## src/rtl/commit_unit.sv

```systemverilog
// rtl/commit_unit.sv - multi-wide in-order commit stage with store back-pressure and redirect flush window
module commit_unit #(
    parameter int COMMIT_WIDTH   = 2,
    parameter int ADDR_WIDTH     = 32,
    parameter int INSTR_ID_WIDTH = 6,
    parameter int FLUSH_CYCLES   = 2,
    parameter int CNT_WIDTH      = 32
) (
    input  logic                                   clk_in,
    input  logic                                   rst_in,
    input  logic                                   rdy_in,
    input  logic [COMMIT_WIDTH-1:0]                head_valid_in,
    input  logic [COMMIT_WIDTH*INSTR_ID_WIDTH-1:0] head_id_in,
    input  logic [COMMIT_WIDTH-1:0]                head_jump_en_in,
    input  logic [COMMIT_WIDTH*ADDR_WIDTH-1:0]     head_jump_a_in,
    input  logic                                   lsb_w_ready_in,
    output logic [$clog2(COMMIT_WIDTH+1)-1:0]      commit_pop_out,
    output logic [COMMIT_WIDTH-1:0]                commit_to_regfile_en_out,
    output logic                                   commit_to_lsb_w_en_out,
    output logic                                   commit_to_pc_en_out,
    output logic [ADDR_WIDTH-1:0]                  commit_to_pc_out,
    output logic                                   clear_branch_out,
    output logic [CNT_WIDTH-1:0]                   retired_cnt_out
);

    localparam int PW  = $clog2(COMMIT_WIDTH + 1);
    localparam int FCW = $clog2(FLUSH_CYCLES + 1);
    localparam int IW  = INSTR_ID_WIDTH;

    // Instruction id encoding: loads, stores, LUI/AUIPC, JAL/JALR, branches, then ALU ops.
    localparam logic [IW-1:0] ID_LHU  = IW'(4);
    localparam logic [IW-1:0] ID_SB   = IW'(5);
    localparam logic [IW-1:0] ID_SW   = IW'(7);
    localparam logic [IW-1:0] ID_LUI  = IW'(8);
    localparam logic [IW-1:0] ID_JAL  = IW'(10);
    localparam logic [IW-1:0] ID_JALR = IW'(11);
    localparam logic [IW-1:0] ID_BGEU = IW'(17);
    localparam logic [IW-1:0] ID_ADDI = IW'(18);

    typedef enum logic [0:0] {
        ST_RUN   = 1'b0,
        ST_FLUSH = 1'b1
    } state_t;

    state_t                  r_state;
    state_t                  w_state_next;
    logic [FCW-1:0]          r_flush_cnt;
    logic [FCW-1:0]          w_flush_cnt_next;

    logic [COMMIT_WIDTH-1:0] w_retire;
    logic [COMMIT_WIDTH-1:0] w_wreg;
    logic [PW-1:0]           w_pop;
    logic                    w_store_ret;
    logic                    w_jump_ret;
    logic [ADDR_WIDTH-1:0]   w_jump_target;
    logic                    w_stop;
    logic                    w_can_commit;

    logic [COMMIT_WIDTH-1:0] r_regfile_en;
    logic                    r_lsb_w_en;
    logic                    r_pc_en;
    logic [ADDR_WIDTH-1:0]   r_pc;
    logic                    r_clear_branch;
    logic [CNT_WIDTH-1:0]    r_retired_cnt;

    function automatic logic is_wreg(input logic [IW-1:0] id);
        return (id <= ID_LHU) || ((id >= ID_LUI) && (id <= ID_JALR)) || (id >= ID_ADDI);
    endfunction

    function automatic logic is_ctrl(input logic [IW-1:0] id);
        return (id >= ID_JAL) && (id <= ID_BGEU);
    endfunction

    function automatic logic is_store(input logic [IW-1:0] id);
        return (id >= ID_SB) && (id <= ID_SW);
    endfunction

    assign w_can_commit = (r_state == ST_RUN) && rdy_in && !rst_in;

    // In-order scan of the head window; the first blocking slot ends retirement for this cycle.
    always_comb begin
        w_retire      = '0;
        w_wreg        = '0;
        w_pop         = '0;
        w_store_ret   = 1'b0;
        w_jump_ret    = 1'b0;
        w_jump_target = '0;
        w_stop        = !w_can_commit;
        for (int i = 0; i < COMMIT_WIDTH; i++) begin
            w_wreg[i] = is_wreg(head_id_in[i*IW +: IW]);
            if (!w_stop) begin
                if (!head_valid_in[i]) begin
                    w_stop = 1'b1;
                end else if (is_store(head_id_in[i*IW +: IW])) begin
                    // Only one store per cycle, and only when the LSB can take it.
                    if (lsb_w_ready_in && !w_store_ret) begin
                        w_retire[i] = 1'b1;
                        w_store_ret = 1'b1;
                        w_pop       = w_pop + PW'(1);
                    end else begin
                        w_stop = 1'b1;
                    end
                end else begin
                    w_retire[i] = 1'b1;
                    w_pop       = w_pop + PW'(1);
                    if (is_ctrl(head_id_in[i*IW +: IW]) && head_jump_en_in[i]) begin
                        w_jump_ret    = 1'b1;
                        w_jump_target = head_jump_a_in[i*ADDR_WIDTH +: ADDR_WIDTH];
                        w_stop        = 1'b1;
                    end
                end
            end
        end
    end

    assign commit_pop_out = w_pop;

    // Next state: enter the flush window on a taken redirect, leave it when the count runs out.
    always_comb begin
        w_state_next     = r_state;
        w_flush_cnt_next = r_flush_cnt;
        if (rdy_in) begin
            case (r_state)
                ST_RUN: begin
                    if (w_jump_ret) begin
                        w_state_next     = ST_FLUSH;
                        w_flush_cnt_next = FCW'(FLUSH_CYCLES);
                    end
                end
                ST_FLUSH: begin
                    w_flush_cnt_next = r_flush_cnt - FCW'(1);
                    if (r_flush_cnt == FCW'(1)) begin
                        w_state_next = ST_RUN;
                    end
                end
                default: begin
                    w_state_next     = ST_RUN;
                    w_flush_cnt_next = '0;
                end
            endcase
        end
    end

    // State and flush counter registers.
    always_ff @(posedge clk_in) begin
        if (rst_in) begin
            r_state     <= ST_RUN;
            r_flush_cnt <= '0;
        end else begin
            r_state     <= w_state_next;
            r_flush_cnt <= w_flush_cnt_next;
        end
    end

    // Registered retirement side-effects; each pulse lasts one cycle, pc target holds while frozen.
    always_ff @(posedge clk_in) begin
        if (rst_in) begin
            r_regfile_en   <= '0;
            r_lsb_w_en     <= 1'b0;
            r_pc_en        <= 1'b0;
            r_pc           <= '0;
            r_clear_branch <= 1'b0;
            r_retired_cnt  <= '0;
        end else if (rdy_in) begin
            r_regfile_en   <= w_retire & w_wreg;
            r_lsb_w_en     <= w_store_ret;
            r_pc_en        <= w_jump_ret;
            r_pc           <= w_jump_ret ? w_jump_target : '0;
            r_clear_branch <= w_jump_ret;
            r_retired_cnt  <= r_retired_cnt + CNT_WIDTH'(w_pop);
        end else begin
            r_regfile_en   <= '0;
            r_lsb_w_en     <= 1'b0;
            r_pc_en        <= 1'b0;
            r_clear_branch <= 1'b0;
        end
    end

    assign commit_to_regfile_en_out = r_regfile_en;
    assign commit_to_lsb_w_en_out   = r_lsb_w_en;
    assign commit_to_pc_en_out      = r_pc_en;
    assign commit_to_pc_out         = r_pc;
    assign clear_branch_out         = r_clear_branch;
    assign retired_cnt_out          = r_retired_cnt;

endmodule

```

## config.mk

```make
export PLATFORM = sky130hd
export DESIGN_NAME = commit_unit
export DESIGN_NICKNAME = d
export VERILOG_FILES = /design/src/rtl/commit_unit.sv
export SDC_FILE = /design/constraint.sdc
export NUM_CORES = 1
export LEC_CHECK = 0
export ABC_AREA = 1
export CAP_MARGIN = 20
export CORE_MARGIN = 3
export CORE_UTILIZATION = 39
export CTS_CLUSTER_DIAMETER = 100
export CTS_CLUSTER_SIZE = 24
export DETAILED_ROUTE_END_ITERATION = 10
export GPL_TIMING_DRIVEN = 0
export PLACE_DENSITY = 0.83
export SLEW_MARGIN = 30
export SYNTH_ARGS = -nofsm -noshare
export SYNTH_HDL_FRONTEND = slang
export SYNTH_SLANG_ARGS = --single-unit
```

## constraint.sdc

```tcl
create_clock -name clk_in -period 3.2 [get_ports clk_in]
set_input_delay 0.64 -clock clk_in [delete_from_list [all_inputs] [get_ports clk_in]]
set_output_delay 0.64 -clock clk_in [all_outputs]
set_load 0.1 [all_outputs]
```

==> impl_metrics.env, run 1 <==
export IMPL_powerDensity_mw_per_mm2=330
export IMPL_synth_xor_area_share_pct=1.93
export IMPL_setup_tns_ps=0
export IMPL_yosysWarnings=0
export IMPL_die_w_um=103
export IMPL_hold_viol_final=0
export IMPL_synth_area_leaders="dfxtp_1 (39%), nand2_1 (15%), nand3_1 (9.6%)"
export IMPL_core_area_mm2=0.00889
export IMPL_clock_sinks=71
export IMPL_port_buffers=153
export IMPL_synthAdderAreaFrac_pct=1.93
export IMPL_clk_latency_ps=350
export IMPL_syn_mean_instance_area_um2=6.72
export IMPL_path_buf_inv=5
export IMPL_place_congestion=0.845
export IMPL_status="completed"
export IMPL_area_growth_pct=58.7
export IMPL_ys_types=33
export IMPL_synth_cells=541
export IMPL_ant_nets=0
export IMPL_synth_top_family_by_area="simple AND/OR/NAND/NOR gates"
export IMPL_drive_gt1_share_pct=11.5
export IMPL_hp_class="reg2reg"
export IMPL_cts_root_buf="clkbuf_8"
export IMPL_fin_cells=833
export IMPL_syn_cell_area_mm2=0.00363
export IMPL_ys_ff_latch=71
export IMPL_yosysTopAreaCell="dfxtp_1"
export IMPL_fin_crit_sh_pct=96.8
export IMPL_arrival_ps=3370
export IMPL_seqPwrFrac_pct=46.9
export IMPL_grt_max_degree=13
export IMPL_synth_edf_count=0
export IMPL_critPathLaunchType="input port"
export IMPL_endpoint_kind="flop"
export IMPL_async_flop_share_pct=0
export IMPL_swShare_pct=26.4
export IMPL_maxSlewViolCount=0
export IMPL_post_place_cells=802
export IMPL_drtIter0Drc=233
export IMPL_ios=155
export IMPL_die_h_um=103
export IMPL_reg2reg_slack_ps=430
export IMPL_grt_use_total_pct=23.2
export IMPL_synth_top_area_share_pct=39.1
export IMPL_cpPeakStageDelay_ps=330
export IMPL_dr_pass1_iters=5
export IMPL_p_clk_share_pct=38.3
export IMPL_dpl_hpwl_mm=9.16
export IMPL_worstPathCellList="dlygate4sd2_1 -> nor2_4 -> nand3_2 -> inv_4 -> a21oi_2 -> ha_4 -> a21oi_4 -> nor2_4 -> ha_4 -> inv_2 -> fa_2 -> inv_2 -> nand3_4 -> nor3_4 -> nand2_2 -> nor2_4 -> nand3_2 -> nand2_1 -> inv_1 -> nor2_1"
export IMPL_wl_per_cell_um=14.6
export IMPL_vias=4209
export IMPL_path_delay_family="simple AND/OR/NAND/NOR gates"
export IMPL_yosysMostFrequentCell="nand2_1"
export IMPL_comb_power_share_pct=14.7
export IMPL_clk_pin_slew_ps=80
export IMPL_ys_flop_type="dfxtp_1"
export IMPL_critPathKind="in2reg"
export IMPL_seq_area_frac_synth_pct=39.1
export IMPL_synth_common_cells="nand2_1 (149), dfxtp_1 (71), nor2_1 (71)"
export IMPL_muxShareOfSynthArea_pct=0
export IMPL_grt_pass1_wl_mm=19.4
export IMPL_crit_top_cell="nor2_4"
export IMPL_critPathMaxFanout=5
export IMPL_p_switching_mw=0.502
export IMPL_dieArea_mm2=0.0105
export IMPL_cts_tree="built"
export IMPL_internal_power_mw=1.40
export IMPL_setup_viol=0
export IMPL_p_leak_nw=2.47
export IMPL_max_freq_mhz=323
export IMPL_yosys_area_share_simple_pct=41.6
export IMPL_avgViaCountPerCell=5.05
export IMPL_cp_slowest_cell="fa_2"
export IMPL_finalClockSkew_ps=12.4
export IMPL_drc=0
export IMPL_period_needed_ps=3100
export IMPL_htree_levels=3
export IMPL_wirelength_mm=12.1
export IMPL_ir_drop_mv=0.211
export IMPL_tightest_slew_ps=1010
export IMPL_syn_nets=630
export IMPL_grt_ovfl_total=0
export IMPL_antenna_found_initial=2
export IMPL_fp_row_count=34
export IMPL_synth_compound_area_share_pct=6.09
export IMPL_initial_core_util_pct=40.9
export IMPL_cts_made_buffers=9
export IMPL_clockBufferDepth=2
export IMPL_maxCapViolations=0
export IMPL_total_power_mw=1.90
export IMPL_grt_pass1_vias=4118
export IMPL_final_net_count=808
export IMPL_relSlewSlack_pct=32.5
export IMPL_required_ps=3470
-- repair_timing --
item | in CTS | in global routing
buffers inserted | 8 | 6
gates resized for setup | 23 | 22
pin swaps | 9 | 15
cloned | 0 | 0
setup endpoints to repair | 16 | 16
hold buffers | 0 | 0
-- path summary, 6_finish.rpt --
kind	startpoint	to	cells after the start
worst min register to register	commit_to_pc_out[10]	commit_to_pc_out[10]	2
worst max register to register	r_state	retired_cnt_out[30]	20
worst min-delay path	commit_to_pc_out[10]	commit_to_pc_out[10]	2
worst max-delay path	rst_in	retired_cnt_out[30]	20
-- power by group through the flow --
stage	Combinational, mW	Sequential (mW)	Clock [mW]
floorplan	0.0806	0.961	0
global placement	0.261	0.914	0
detailed placement	0.266	0.915	0
CTS	0.274	0.894	0.744
global route	0.298	0.895	0.783
finish	0.281	0.894	0.730
-- tightest hold or removal path: cells and delay by family (launching register included) --
family,cells,cell delay (ps)
flops,1,310
simple gates,2,100
-- routing by layer --
metal	global-route usage [%]	vias up	share of wire (%)
li1	-	2084	-
met2	40.5	158	51
met5	0	-	0
met1	27.8	1938	41
met4	10.5	0	2.7
met3	3.86	29	5.6
-- cell type report --
cell class	count	area [um2]
well taps	108	135
flip-flops and latches	71	1420
clock buffers	10	138
multi-input cells	388	2010
plain buffers	18	113
repair buffers	167	1640
fillers	725	3120
diodes	2	5.00
inverters	64	250
clock inverters	5	57.6
-- layout by cell type (no fill, tap or decap), types with 7 or more instances in the layout --
| master | instances |
|---|---|
| nand4_1 | 11 |
| nand3b_1 | 14 |
| clkdlybuf4s50_1 | 142 |
| buf_4 | 17 |
| nor2_4 | 7 |
| nand3_1 | 68 |
| nand2_2 | 7 |
| clkbuf_8 | 10 |
| buf_2 | 7 |
| a21oi_1 | 16 |
| inv_1 | 55 |
| nand2_1 | 142 |
| nor2_1 | 67 |
| o21ai_0 | 13 |
| dfxtp_1 | 71 |
-- per-stage QoR --
stage / setup slack (ps) / util, % / hold slack, ps / cell area (um2)
floorplan: -470 / - / 433 / 3720
global placement: -741 / 60.6 / 435 / 5390
detailed placement: -849 / 60.6 / 439 / 5390
CTS: 6.83 / 63.8 / 456 / 5670
global route: -20.5 / 64.9 / 482 / 5770
finish: 101 / 64.9 / 454 / 5770
-- sequential cells by signal, indices dropped and copies added, names as in the netlist --
| register | cells |
|---|---|
| clear_branch_out | 1 |
| retired_cnt_out | 32 |
| commit_to_regfile_en_out | 2 |
| commit_to_pc_out | 32 |
| commit_to_lsb_w_en_out | 1 |
| r_state | 1 |
| r_flush_cnt | 2 |
-- logic make-up after synthesis --
kind of cell    count (synthesis)
flops                          71
buf+inv                        82
simple gates                  335
compound gates                 40
xor+xnor                        8
fa+ha+maj                       5
Power figures use the tool's default switching activity.
==> inputs of run 2 (changes only) <==
- CORE_MARGIN: 3 -> 4
- CORE_UTILIZATION: 39 -> 46
- PLACE_DENSITY: 0.83 -> 0.91
- clock period: 3.2 -> 3.8 ns (I/O delays scaled with it)
==> impl_metrics.env, run 2 (synthesis gave the netlist of run 1 again) <==
export IMPL_status="completed"
export IMPL_initial_core_util_pct=47.3
export IMPL_cts_tree="built"
export IMPL_max_freq_mhz=277
export IMPL_tightest_slew_ps=1030
export IMPL_grt_use_total_pct=25.3
export IMPL_wl_per_cell_um=15.0
export IMPL_critPathLaunchType="input port"
export IMPL_swShare_pct=25.9
export IMPL_clockBufferDepth=2
export IMPL_setup_viol=0
export IMPL_internal_power_mw=1.20
export IMPL_maxSlewViolCount=0
export IMPL_hold_end="commit_to_pc_out[15]"
export IMPL_grt_pass1_wl_mm=19.7
export IMPL_reg2reg_from="r_state"
export IMPL_min_from="commit_to_pc_out[15]"
export IMPL_drc=0
export IMPL_dpl_hpwl_mm=9.36
export IMPL_avgViaCountPerCell=5.29
export IMPL_hold_viol_final=0
export IMPL_period_needed_ps=3610
export IMPL_hp_class="reg2reg"
export IMPL_fp_row_count=32
export IMPL_place_congestion=0.955
export IMPL_critPathMaxFanout=4
export IMPL_grt_pass1_vias=4090
export IMPL_finalClockSkew_ps=14.2
export IMPL_rsz0062_at_grt="no"
export IMPL_relSlewSlack_pct=31.3
export IMPL_whs_ps=455
export IMPL_die_h_um=96.9
export IMPL_clock_sinks=71
export IMPL_cts_root_buf="clkbuf_8"
export IMPL_fill_cells=566
export IMPL_p_switching_mw=0.419
export IMPL_comb_power_share_pct=14.0
export IMPL_reg2reg_slack_ps=950
export IMPL_vias=4304
export IMPL_cts_made_buffers=9
export IMPL_diodes=0
export IMPL_powerDensity_mw_per_mm2=289
export IMPL_htree_levels=3
export IMPL_final_area_mm2=0.00561
export IMPL_die_w_um=96.9
export IMPL_clk_latency_ps=350
export IMPL_worstHoldPathCells=2
export IMPL_required_ps=3040
export IMPL_dr_pass1_iters=6
export IMPL_ant_nets=0
export IMPL_fin_crit_sh_pct=95.0
export IMPL_final_net_count=796
export IMPL_wirelength_mm=12.2
export IMPL_maxCapViolations=0
export IMPL_final_cell_mix="clkdlybuf4s50_1 (151), nand2_1 (147), dfxtp_1 (71)"
export IMPL_hold_buffers=0
export IMPL_endpoint_kind="output port"
export IMPL_p_clk_share_pct=39.4
export IMPL_core_area_mm2=0.00769
export IMPL_final_common_cell="clkdlybuf4s50_1"
export IMPL_critPathKind="in2out"
export IMPL_ios=155
export IMPL_clk_pin_slew_ps=70
export IMPL_p_leak_nw=2.33
export IMPL_drtIter0Drc=263
export IMPL_seqPwrFrac_pct=46.6
export IMPL_dieArea_mm2=0.00939
export IMPL_r2r_end="retired_cnt_out[26]"
export IMPL_ir_drop_mv=0.182
export IMPL_grt_ovfl_total=0
export IMPL_dpl_instance_area_mm2=0.00537
export IMPL_r2r_cells=20
export IMPL_antenna_found_initial=0
export IMPL_arrival_ps=2850
export IMPL_grt_max_degree=13
export IMPL_drive_gt1_share_pct=7.87
export IMPL_area_growth_pct=54.2
export IMPL_port_buffers=153
==> run 2: cell types whose count changed in the layout (fill, tap and decap cells not counted), moves of 4 or more <==
cell             previous run  this run
nand2_1                   142       147
inv_1                      55        59
buf_4                      17         6
clkdlybuf4s50_1           142       151
nand2_2                     7         3
dlymetal6s2s_1              5         0
==> run 2: area by class of cell <==
class | count | area [um2] | area share [%]
inverter | 64 | 243 | 4.33
sequential | 71 | 1420 | 25.4
tap | 102 | 128 | 2.28
buffer | 18 | 113 | 2.01
timing repair buffer | 155 | 1550 | 27.6
multi-input combinational | 388 | 1940 | 34.7
clock inverter | 4 | 53.8 | 0.960
clock buffer | 12 | 155 | 2.77
==> run 2: worst max-delay path by stage <==
stage | start | slack, ps | depth (start not counted) | endpoint
after floorplan | rdy_in | 0.5 | 20 | retired_cnt_out[30]
after global placement | head_id_in[5] | -370 | 11 | commit_pop_out[0]
after detailed placement | head_id_in[5] | -460 | 11 | commit_pop_out[0]
after CTS | head_id_in[5] | 80 | 22 | retired_cnt_out[26]
after global routing | head_id_in[2] | 10 | 21 | retired_cnt_out[26]
final | head_id_in[2] | 190 | 10 | commit_pop_out[0]
==> run 2: power groups by stage <==
stage | Clock, mW | Combinational [mW] | Sequential, mW
global placement | 0 | 0.218 | 0.770
CTS | 0.640 | 0.225 | 0.753
detailed placement | 0 | 0.224 | 0.771
global route | 0.680 | 0.240 | 0.754
finish | 0.638 | 0.227 | 0.753
floorplan | 0 | 0.0672 | 0.809
==> run 2: timing repair <==
action | 4_1_cts | 5_1_grt
endpoints found under the setup margin | 2 | 6
pin swaps | 0 | 1
buffers inserted | 0 | 2
resized for setup | 6 | 3
==> run 2: per-stage QoR <==
stage	setup TNS [ps]	worst slack, ps	utilization [%]	power [mW]	instances
after floorplan	0	0.549	-	0.876	541
after global placement	-1110	-369	69.8	0.988	796
after detailed placement	-2470	-462	69.8	0.994	796
after CTS	0	78.6	72.6	1.62	812
after global routing	0	11.7	72.9	1.67	814
final	0	192	72.9	1.62	814
==> run 2: per-layer routing <==
| metal | share of wire (%) | up-vias | GRT usage [%] |
|---|---|---|---|
| met4 | 3.7 | 0 | 11.0 |
| li1 | - | 2063 | - |
| met1 | 40 | 2020 | 30.2 |
| met2 | 50 | 185 | 44.3 |
| met3 | 5.8 | 36 | 4.40 |
| met5 | 0 | - | 0 |
==> run 2: worst max-delay path, cell delays in order <==
cell,delay (ps)
clkdlybuf4s50_1,510
inv_1,80
nor2_1,90
nand4_1,130
nand2_4,160
inv_1,60
ha_1,280
a21oi_2,60
nor2_4,140
clkdlybuf4s15_2,580
